### config.mk
export PLATFORM = sky130hd
export DESIGN_NAME = alu_operand_mux_pipe
export DESIGN_NICKNAME = d
export VERILOG_FILES = /design/src/rtl/alu_operand_mux_pipe.sv
export SDC_FILE = /design/constraint.sdc
export NUM_CORES = 1
export LEC_CHECK = 0
export ABC_CLOCK_PERIOD_IN_PS = 4400
export CAP_MARGIN = 10
export CORE_MARGIN = 4
export CORE_UTILIZATION = 57
export CTS_CLUSTER_DIAMETER = 100
export DETAILED_ROUTE_END_ITERATION = 8
export GPL_TIMING_DRIVEN = 0
export PLACE_DENSITY = 0.85
export SETUP_SLACK_MARGIN = 0.02
export SLEW_MARGIN = 20
export SYNTH_ARGS = -nofsm -noshare
export SYNTH_HDL_FRONTEND = slang
export SYNTH_SLANG_ARGS = --single-unit
### constraint.sdc
create_clock -name clk -period 4.4 [get_ports clk]
set_input_delay 0.66 -clock clk [delete_from_list [all_inputs] [get_ports clk]]
set_output_delay 0.66 -clock clk [all_outputs]
set_load 0.02 [all_outputs]
### src/rtl/alu_operand_mux_pipe.sv
// -----------------------------------------------------------------------------
// alu_operand_mux_pipe
//
// This block keeps a short history of fetched operand bytes and builds the ALU
// Low (2W) and High (W) operand words from it. Each result is held in a
// one-deep output register that uses a valid/ready handshake.
//
// History: hist[0] is OP, hist[1] is OPold, and older entries follow. Bytes
// arrive active-low on notDin and are stored inverted, so the history holds
// true-polarity values. On each clock edge the history does one of three
// things, in this priority: hist_clr clears every entry, else din_load shifts,
// else it holds. A shift drops the oldest entry; the history never wraps.
//
// Handshake (valid/ready):
//   req_ready = ~out_valid | out_ready. A request is accepted on any rising
//   edge where req_valid & req_ready is high. On that edge Low, High and
//   out_err load the result, and out_valid is high from the next cycle.
//   The consumer takes the result on an edge where out_valid & out_ready is
//   high. While out_valid & ~out_ready, the outputs stay stable and
//   req_ready is low. When no accept occurs, Low, High and out_err keep their
//   last values, even after out_valid drops.
//
// The result always comes from the history as it stood before the edge. This
// holds even when the same edge also shifts or clears the history.
//
// Ports:
//   clk        system clock, rising edge
//   notRST     asynchronous reset, active-low
//   notDin     incoming operand byte, active-low
//   din_load   shift notDin (inverted) into the history
//   hist_clr   synchronous clear of the history (wins over din_load)
//   req_valid  request present          req_ready  request can be taken
//   low_sel    Low mode code            high_sel   High = OP when 1, else 0
//   hist_idx   history entry for the HIST / HIST_OP modes
//   out_valid  result present           out_ready  consumer takes the result
//   Low        registered Low word      High       registered High word
//   out_err    result came from an illegal code or index
// -----------------------------------------------------------------------------
module alu_operand_mux_pipe #(
  parameter int W     = 8,
  parameter int DEPTH = 4,
  parameter int IDX_W = 2
) (
  input  logic             clk,
  input  logic             notRST,
  input  logic [W-1:0]     notDin,
  input  logic             din_load,
  input  logic             hist_clr,
  input  logic             req_valid,
  output logic             req_ready,
  input  logic [2:0]       low_sel,
  input  logic             high_sel,
  input  logic [IDX_W-1:0] hist_idx,
  output logic             out_valid,
  input  logic             out_ready,
  output logic [2*W-1:0]   Low,
  output logic [W-1:0]     High,
  output logic             out_err
);

  localparam logic [2:0] SEL_ZERO     = 3'd0;
  localparam logic [2:0] SEL_OP       = 3'd1;
  localparam logic [2:0] SEL_FF_OP    = 3'd2;
  localparam logic [2:0] SEL_OP_OPOLD = 3'd3;
  localparam logic [2:0] SEL_OPOLD    = 3'd4;
  localparam logic [2:0] SEL_HIST     = 3'd5;
  localparam logic [2:0] SEL_HIST_OP  = 3'd6;

  logic [W-1:0]   hist [DEPTH];
  logic [W-1:0]   op;
  logic [W-1:0]   op_old;
  logic [W-1:0]   hist_pick;
  logic           idx_ok;
  logic [2*W-1:0] low_nxt;
  logic [W-1:0]   high_nxt;
  logic           err_nxt;
  logic           accept;

  // ---------------------------------------------------------------------------
  // Operand history
  // ---------------------------------------------------------------------------
  always_ff @(posedge clk or negedge notRST) begin
    if (!notRST) begin
      for (int k = 0; k < DEPTH; k++) hist[k] <= '0;
    end else if (hist_clr) begin
      for (int k = 0; k < DEPTH; k++) hist[k] <= '0;
    end else if (din_load) begin
      hist[0] <= ~notDin;
      for (int k = 1; k < DEPTH; k++) hist[k] <= hist[k-1];
    end
  end

  // ---------------------------------------------------------------------------
  // Result mux
  // ---------------------------------------------------------------------------
  // Scan the entries instead of indexing hist directly. An out-of-range
  // hist_idx then matches nothing, so idx_ok stays low and we never read past
  // the end of the array.
  always_comb begin
    op        = hist[0];
    op_old    = hist[1];
    hist_pick = '0;
    idx_ok    = 1'b0;
    for (int k = 0; k < DEPTH; k++) begin
      if (hist_idx == IDX_W'(k)) begin
        hist_pick = hist[k];
        idx_ok    = 1'b1;
      end
    end
  end

  always_comb begin
    low_nxt  = '0;
    err_nxt  = 1'b0;
    high_nxt = high_sel ? op : '0;
    case (low_sel)
      SEL_ZERO:     low_nxt = '0;
      SEL_OP:       low_nxt = {{W{1'b0}}, op};
      SEL_FF_OP:    low_nxt = {{W{1'b1}}, op};
      SEL_OP_OPOLD: low_nxt = {op, op_old};
      SEL_OPOLD:    low_nxt = {{W{1'b0}}, op_old};
      SEL_HIST: begin
        low_nxt = idx_ok ? {{W{1'b0}}, hist_pick} : '0;
        err_nxt = ~idx_ok;
      end
      SEL_HIST_OP: begin
        low_nxt = idx_ok ? {op, hist_pick} : '0;
        err_nxt = ~idx_ok;
      end
      default: begin
        // Reserved code: Low forced to zero and the result is flagged.
        low_nxt = '0;
        err_nxt = 1'b1;
      end
    endcase
  end

  // ---------------------------------------------------------------------------
  // One-deep output register
  // ---------------------------------------------------------------------------
  assign req_ready = ~out_valid | out_ready;
  assign accept    = req_valid & req_ready;

  always_ff @(posedge clk or negedge notRST) begin
    if (!notRST) begin
      out_valid <= 1'b0;
      Low       <= '0;
      High      <= '0;
      out_err   <= 1'b0;
    end else if (accept) begin
      out_valid <= 1'b1;
      Low       <= low_nxt;
      High      <= high_nxt;
      out_err   <= err_nxt;
    end else if (out_ready) begin
      out_valid <= 1'b0;
    end
  end

endmodule

==> results.ini, run 1 <==
[logic_synthesis]
synth_nets = 293
synth-seq-cells = 58
syn_area_per_cell_sq_um = 10.40
synth_area_leader_cell = dfrtp_1
yosysSeqAreaShare = 0.5110
synth_area_leaders = dfrtp_1 (51%), mux2i_1 (9.5%), nand2_1 (4.8%), nor2_1 (4.8%), mux4_1 (3.7%)
yosys_warnings = 0
yosys_most_used_dff = dfrtp_1
synth_area_sq_um = 2840
synth_edf_count = 0
async_flop_share = 1.000
postSynthCellCount = 273
synthTopCellsByCount = dfrtp_1 (58), nand2_1 (36), nor2_1 (36)
yosysUniqueCellTypes = 29
yosysMostFrequentCell = dfrtp_1
synth_top_cell_area_share = 0.5110

[grt]
grt_pass1_wl_um = 11140
grt_overflow = 0
antenna_found_initial = 0
grt_pass1_vias = 2240
track_usage = 0.2371
grt_max_degree = 59

[timing]
report.final.slew_viol_count = 0
finalCriticalPeriod_ns = 2.587
tightest_slew_ns = 0.6928
rsz0062_at_grt = false
fin_setup_tns_ns = 0
hold_viol = 0
setup_viol = 0
whs_ns = 0.3708
relSlewSlack = 0.5381
fmaxAchievable_mhz = 386.5
fin_crit_sh = 0.5880
skew_ns = 0.006871

[setup_path]
critical_path_class = in2out
crit_slowest_cell = clkdlybuf4s50_1
path_delay_family = buffers and inverters
r2r_start = op[3]$_DFFE_PN0P_
max_stage_delay_ns = 0.64
cpMostUsedCell = clkdlybuf4s50_1
worst_ep_required_time_ns = 3.74
startpoint_type = input pin
regToRegSetupSlack_ns = 2.78
worst-path-buf-inv = 2
end_kind = primary output
path_max_fanout = 5
cp_data_arrival_time_ns = 1.93
critPathLaunch = out_ready
crit_chain = clkdlybuf4s50_1, nand2b_1, clkdlybuf4s50_1

[clock_tree]
cts-hold-fix-buffers = 0
clk_latency_ns = 0.34
cts_tree = built
cts_root_buf = clkbuf_8
clock_path_buffers = 2
htreeDepth = 3
cts_buffers = 9
clk_pin_slew_worst_paths_ns = 0.06
post_cts_buffers = 0
post_cts_resized = 0
cts_sinks = 58

[pwr]
finalPower_w = 0.001250
powerDensity_nw_per_um2 = 356.7
peakVddDrop_uv = 174.5
leakagePower_nw = 1.574

[cells_and_area]
n_fill_cell = 370
antenna_cells = 0
synthToLayoutAreaGrowth_pct = 23.39
nets = 344
drive_above_1_share = 0.08815
design_area_sq_um = 3505

[route]
drc = 0
drt_pass1_iterations = 5
vias_per_cell = 5.710
wl_per_cell_um = 16.58
num_vias = 2261
drtIter0Drc = 278
drtAntennaViolNets = 0
wl_um = 6564

[status]
status = finished, final reports clean

[placement]
gp_congestion = 0.9104
port_buffers = 40
dpl_cell_area_sq_um = 3322
place_hpwl_um = 4549

[min_path]
min_path_type = in2async

[floorplanning]
dieArea_sq_um = 6176
io_pins = 47
die_x_um = 78.59
core-area_sq_um = 4786
start_util = 0.5935
fp.dieH_um = 78.59
row_count = 25

[job]
maxCapViolations = 0

worst reg2reg max path: cells and delay by family (launching register included):
kind	cells	cell delay, ns
AOI/OAI and AO/OA	2	0.35
muxes	1	0.51
and+or+nand+nor	1	0.13
DFF	1	0.50
where the power goes:
part / leakage, nW / internal (W) / switching (W)
sequential: 0.783 / 0.000564 / 0.0000284
combinational: 0.694 / 0.0000919 / 0.000114
clock: 0.0965 / 0.000249 / 0.000203
total: 1.57 / 0.000905 / 0.000345
cell type report:
class,count,area (sq um),share of cell area
Sequential cell,58,1451,0.4141
Clock inverter,2,10.01,0.002856
Inverter,7,26.28,0.007497
Timing Repair Buffer,40,397.9,0.1135
Tap cell,67,83.83,0.02392
Multi-Input combinational cell,185,1259,0.3592
Clock buffer,14,172.7,0.04927
Buffer,23,103.9,0.02963
flip-flops by register name, summed over array words and instances, names as in the netlist:
| name | cells |
|---|---|
| op | 8 |
| High | 8 |
| op_old | 8 |
| out_valid | 1 |
| hist | 16 |
| Low | 16 |
| out_err | 1 |
per-layer routing:
metal	vias up	share of wire	routed length [um]	track usage
met3	26	0.062	406	0.04817
li1	1064	-	-	-
met5	-	0	0	0
met2	94	0.49	3206	0.3701
met1	1077	0.42	2778	0.3113
met4	0	0.026	172	0.1276
cells in the final DEF (no fill, tap or decap), types with 2 or more instances in the layout:
master           instances
inv_1                    7
maj3_1                   7
clkbuf_1                12
o21a_1                   4
a211oi_1                11
o21ai_1                  5
clkdlybuf4s50_1         39
clkbuf_8                12
o21ai_0                 20
dfrtp_1                 58
mux2i_1                 27
nand2b_1                 2
nand3_1                  2
and3_1                   5
clkinv_2                 2
buf_1                    4
a32oi_1                  4
mux4_2                   4
buf_2                    8
a32o_1                   3
nand2_1                 36
nor2_1                  36
a21oi_1                  8
mux4_1                   4
final timing paths:
path                                       endpoint  depth (start not counted)
worst min-delay path             Low[9]$_DFFE_PN0P_                          1
worst max-delay path                      req_ready                          3
max in group asynchronous         op[5]$_DFFE_PN0P_                          1
min in group clk                Low[10]$_DFFE_PN0P_                          2
worst max register to register   Low[3]$_DFFE_PN0P_                          4
worst min register to register  Low[10]$_DFFE_PN0P_                          2
logic make-up after synthesis:
group | after synthesis | share of synthesized area
mux | 35 | 0.1639
fa+ha+maj | 7 | 0.02467
flops | 58 | 0.5110
simple gates | 85 | 0.1251
xor+xnor | 1 | 0.003084
buf+inv | 30 | 0.04582
compound gates | 57 | 0.1264
stage by stage:
step,util,std cells,setup slack [ns]
after floorplan,-,273,2.544
after global placement,0.6946,380,0.9847
after detailed placement,0.6941,380,1.814
after CTS,0.7323,396,1.814
after global routing,0.7323,396,1.761
final,0.7323,396,1.813
(Power assumes the default switching activity.)
==> run 2: changes to the inputs <==
--- a/config.mk
+++ b/config.mk
@@ -5,14 +5,14 @@
 export SDC_FILE = /design/constraint.sdc
 export NUM_CORES = 1
 export LEC_CHECK = 0
-export ABC_CLOCK_PERIOD_IN_PS = 4400
+export ABC_CLOCK_PERIOD_IN_PS = 2600
 export CAP_MARGIN = 10
 export CORE_MARGIN = 4
-export CORE_UTILIZATION = 57
+export CORE_UTILIZATION = 53
 export CTS_CLUSTER_DIAMETER = 100
 export DETAILED_ROUTE_END_ITERATION = 8
 export GPL_TIMING_DRIVEN = 0
-export PLACE_DENSITY = 0.85
+export PLACE_DENSITY = 0.79
 export SETUP_SLACK_MARGIN = 0.02
 export SLEW_MARGIN = 20
 export SYNTH_ARGS = -nofsm -noshare
==> constraint.sdc (replaced) <==
create_clock -name clk -period 2.6 [get_ports clk]
set_input_delay 0.39 -clock clk [delete_from_list [all_inputs] [get_ports clk]]
set_output_delay 0.39 -clock clk [all_outputs]
set_load 0.02 [all_outputs]
==> run 2 against run 1 <==
Compared with the run above:
- setup slack worse by 1.3 ns
- flip-flop and latch count stayed put
- sequential power is 69% higher
- final cell count is 0.76% higher
- final area is 1.1% higher
- global-route usage is 2.2 points lower
- die area is 6.8% higher
- critical path depth stayed put
- critical path type unchanged
- critical endpoint unchanged
==> results.ini, run 2 (synthesis results as in run 1) <==
[floorplanning]
start_util = 0.5526
die_x_um = 81.21
core-area_sq_um = 5140
row_count = 26
io_pins = 47
dieArea_sq_um = 6594
fp.dieH_um = 81.21

[clock_tree]
htreeDepth = 3
cts_buffers = 9
post_cts_resized = 0
clock_path_buffers = 2
post_cts_buffers = 0
cts_tree = built
clk_latency_ns = 0.33
cts_root_buf = clkbuf_8
cts_sinks = 58
clk_pin_slew_worst_paths_ns = 0.06
cts-hold-fix-buffers = 0

[cells_and_area]
nets = 344
synthToLayoutAreaGrowth_pct = 24.71
final_common_cell = dfrtp_1
largest_registers = Low x16, hist x16
drive_above_1_share = 0.08815
final_cell_mix = dfrtp_1 (58), clkdlybuf4s50_1 (39), nand2_1 (36), nor2_1 (36), mux2i_1 (27)
antenna_cells = 0

[job]
maxCapViolations = 0

[pwr]
powerDensity_nw_per_um2 = 629.5
leakagePower_nw = 1.588
peakVddDrop_uv = 343.4

[placement]
place_worst_setup_slack_ns = 0.5491
place_hpwl_um = 4407
port_buffers = 40
gp_congestion = 0.8447

[route]
drtAntennaViolNets = 0
vias_per_cell = 5.469
drt_pass1_iterations = 4
num_vias = 2182
wl_per_cell_um = 15.77
drc = 0
drtIter0Drc = 159
wl_um = 6292

[setup_path]
crit_path_end = req_ready
end_kind = primary output
regToRegSetupSlack_ns = 0.99
r2r_start = op[0]$_DFFE_PN0P_
worst_ep_required_time_ns = 2.21
cp_data_arrival_time_ns = 1.68
path_max_fanout = 5
critical_path_class = in2out
startpoint_type = input pin
r2r_cells = 4
critPathLaunch = out_ready
reg2reg_to = Low[0]$_DFFE_PN0P_

[timing]
relSlewSlack = 0.5240
fmaxAchievable_mhz = 482.8
fin_setup_tns_ns = 0
hold_viol = 0
skew_ns = 0.004872
tightest_slew_ns = 0.7140
rsz0062_at_grt = false
finalCriticalPeriod_ns = 2.071
setup_slack_ns = 0.5285
setup_viol = 0
fin_crit_sh = 0.7967
report.final.slew_viol_count = 0

[grt]
grt_overflow = 0
grt_pass1_vias = 2157
grt_pass1_wl_um = 10630
grt_max_degree = 59
antenna_found_initial = 0
track_usage = 0.2148

[status]
status = finished, final reports clean

[min_path]
min_path_type = in2async

run 2: changes by cell type in the layout (fill, tap and decap cells not counted), sizes merged:
cell	change
clkinv	-2
bufinv	+1
clkbuf	+1
run 2: worst max-delay path, cell delays in order:
cell	delay, ns
clkdlybuf4s50_1	0.44
nand2b_1	0.20
clkdlybuf4s50_1	0.65
run 2: cell type report:
class	instances	area, sq um
inverter	7	26.28
buffer	23	103.9
sequential	58	1451
multi-input combinational	185	1259
clock inverter	1	30.03
clock buffer	15	186.4
fill	418	1598
timing repair buffer	40	397.9
tap	70	87.58
run 2: how the worst min path moves through the flow:
stage / startpoint / end / slack, ns / depth (start not counted)
floorplan: notRST / High[0]$_DFFE_PN0P_ / 0.09 / 0
global placement: High[4]$_DFFE_PN0P_ / High[4]$_DFFE_PN0P_ / 0.46 / 2
detailed placement: High[4]$_DFFE_PN0P_ / High[4]$_DFFE_PN0P_ / 0.47 / 2
CTS: notRST / Low[9]$_DFFE_PN0P_ / 0.14 / 1
global route: notRST / Low[9]$_DFFE_PN0P_ / 0.17 / 1
finish: notRST / Low[5]$_DFFE_PN0P_ / 0.11 / 1
run 2: where the power goes:
part,internal [W],total [W],switching (W)
Sequential,0.000955,0.00100,0.0000480
Clock,0.000549,0.000882,0.000333
Combinational,0.000155,0.000345,0.000189
run 2: per-layer routing:
layer,track usage,vias up,share of wire
met2,0.3325,62,0.47
met4,0.06926,0,0.015
met5,0,-,0
li1,-,1062,-
met1,0.2965,1052,0.47
met3,0.05543,6,0.044
run 2: through the flow:
step | std cells | area, sq um | util | total power, W | hold slack, ns
after floorplan | 273 | 2840 | - | 0.001204 | 0.09441
after global placement | 383 | 3328 | 0.6475 | 0.001357 | 0.4624
after detailed placement | 383 | 3326 | 0.6470 | 0.001366 | 0.4689
after CTS | 399 | 3542 | 0.6891 | 0.002244 | 0.1374
after global routing | 399 | 3542 | 0.6891 | 0.002334 | 0.1703
final | 399 | 3542 | 0.6891 | 0.002230 | 0.1135
==> run 3: changes to the inputs <==
--- a/config.mk
+++ b/config.mk
@@ -5,14 +5,14 @@
 export SDC_FILE = /design/constraint.sdc
 export NUM_CORES = 1
 export LEC_CHECK = 0
-export ABC_CLOCK_PERIOD_IN_PS = 2600
+export ABC_CLOCK_PERIOD_IN_PS = 1900
 export CAP_MARGIN = 10
 export CORE_MARGIN = 4
-export CORE_UTILIZATION = 53
+export CORE_UTILIZATION = 48
 export CTS_CLUSTER_DIAMETER = 100
 export DETAILED_ROUTE_END_ITERATION = 8
 export GPL_TIMING_DRIVEN = 0
-export PLACE_DENSITY = 0.79
+export PLACE_DENSITY = 0.76
 export SETUP_SLACK_MARGIN = 0.02
 export SLEW_MARGIN = 20
 export SYNTH_ARGS = -nofsm -noshare
==> constraint.sdc (replaced) <==
create_clock -name clk -period 1.9 [get_ports clk]
set_input_delay 0.285 -clock clk [delete_from_list [all_inputs] [get_ports clk]]
set_output_delay 0.285 -clock clk [all_outputs]
set_load 0.02 [all_outputs]
==> run 3 against run 2 <==
Compared with the run above:
- wire length is 5.1% higher
- final area is 0.39% lower
- power is 34% higher
- count of clock-buffer cells in the layout is 1 lower
- via count is 2.6% higher
- register-to-register slack worse by 0.70 ns
- sequential power is 37% higher
- critical path depth is 1 higher
- die area is 9.4% higher
- critical endpoint is now Low[4]$_DFFE_PN0P_
- largest power group unchanged
==> results.ini, run 3 (synthesis results as in run 1) <==
[setup_path]
path_max_fanout = 6
end_kind = flop
cp_data_arrival_time_ns = 1.81
r2r_cells = 4
critical_path_class = reg2reg
reg2reg_to = Low[4]$_DFFE_PN0P_
r2r_start = op[4]$_DFFE_PN0P_
worst_ep_required_time_ns = 2.10
startpoint_type = flop
regToRegSetupSlack_ns = 0.29

[floorplanning]
io_pins = 47
dieArea_sq_um = 7211
core-area_sq_um = 5608
row_count = 27
fp.dieH_um = 84.92
die_x_um = 84.92
start_util = 0.5065

[route]
drc = 0
num_vias = 2239
wl_per_cell_um = 16.49
vias_per_cell = 5.584
wl_um = 6614
top_layer = met4
drtIter0Drc = 164
drt_pass1_iterations = 4
wl_met2_um = 3238
wl_met3_um = 363
drtAntennaViolNets = 0
drt-met1-wl_um = 2880

[placement]
gp_congestion = 0.7884
place_worst_setup_slack_ns = 0.02005
port_buffers = 40
place_hpwl_um = 4657
dpl_cell_area_sq_um = 3328

[timing]
setup_viol = 0
fin_setup_tns_ns = 0
relSlewSlack = 0.5323
tightest_slew_ns = 0.7015
report.final.slew_viol_count = 0
whs_ns = 0.01146
skew_ns = 0.008965
fin_crit_sh = 0.8448
finalCriticalPeriod_ns = 1.605
rsz0062_at_grt = false
fmaxAchievable_mhz = 623.0
hold_viol = 0
setup_slack_ns = 0.2950

[clock_tree]
cts_tree = built
cts-hold-fix-buffers = 0
clk_pin_slew_worst_paths_ns = 0.07
cts_sinks = 58
clk_latency_ns = 0.33
cts_root_buf = clkbuf_8
post_cts_resized = 0
cts_buffers = 9
clock_path_buffers = 2
htreeDepth = 3
post_cts_buffers = 0

[pwr]
powerDensity_nw_per_um2 = 846.9
seqPwrFrac = 0.460
p_comb_frac = 0.159
finalPower_w = 0.002988
clkPwrFrac = 0.381
p_int_w = 0.002196
p_sw_w = 0.0007921
peakVddDrop_uv = 657.4
leakagePower_nw = 1.584
switching_share = 0.2651

[cells_and_area]
final_cell_mix = dfrtp_1 (58), clkdlybuf4s50_1 (38), nand2_1 (36), nor2_1 (36), mux2i_1 (27)
synthToLayoutAreaGrowth_pct = 24.23
design_area_sq_um = 3528
largest_registers = Low x16, hist x16
drive_above_1_share = 0.08511
antenna_cells = 0
nets = 344
final_common_cell = dfrtp_1

[status]
status = finished, final reports clean

[job]
maxCapViolations = 0

[grt]
grt_pass1_wl_um = 11060
grt_overflow = 0
track_usage = 0.1942
grt_max_degree = 59
grt_pass1_vias = 2216
antenna_found_initial = 0

[min_path]
min_path_type = in2async

-- run 3: cell types whose count changed in the layout (fill, tap and decap cells not counted) --
cell             delta
clkbuf_8            -2
clkbuf_1            +1
clkdlybuf4s50_1     -1
clkinv_2            +1
dlymetal6s2s_1      +1
-- run 3: power by group through the flow --
stage / Combinational (W) / Clock [W] / Sequential, W
CTS: 0.000481 / 0.00115 / 0.00137
finish: 0.000475 / 0.00114 / 0.00137
global placement: 0.000468 / 0 / 0.00139
detailed placement: 0.000478 / 0 / 0.00140
global route: 0.000516 / 0.00121 / 0.00138
floorplan: 0.000212 / 0 / 0.00144
-- run 3: how the worst max path moves through the flow --
stage | start | to | slack [ns] | depth (start not counted)
after floorplan | hist_idx[1] | Low[3]$_DFFE_PN0P_ | 0.42 | 5
after global placement | notRST | Low[4]$_DFFE_PN0P_ | -1.17 | 1
after detailed placement | low_sel[2] | Low[0]$_DFFE_PN0P_ | 0.02 | 6
after CTS | out_ready | req_ready | 0.03 | 3
after global routing | out_ready | Low[10]$_DFFE_PN0P_ | 0.21 | 6
final | op[4]$_DFFE_PN0P_ | Low[4]$_DFFE_PN0P_ | 0.29 | 4
-- run 3: per-layer routing --
layer  track usage  vias to the layer above
met5             0                        -
met4       0.09928                        0
met3       0.03107                       11
met2        0.3139                       59
met1        0.2533                     1105
li1              -                     1064
-- run 3: layout make-up --
cell class | count | area [sq um]
Fill cell | 488 | 2079
Sequential cell | 58 | 1451
Multi-Input combinational cell | 185 | 1259
Timing Repair Buffer | 40 | 400.4
Clock buffer | 14 | 162.7
Buffer | 23 | 103.9
Tap cell | 72 | 90.09
Clock inverter | 2 | 35.03
Inverter | 7 | 26.28
-- run 3: critical path, cell delays in order (launching register included) --
cell,delay (ns)
dfrtp_1,0.48
mux4_2,0.48
and3_1,0.19
a221oi_1,0.24
o21ai_1,0.10
-- run 3: stage by stage --
step	util	std cells
CTS	0.6287	401
floorplan	-	273
global route	0.6292	401
finish	0.6292	401
global placement	0.5939	385
detailed placement	0.5935	385
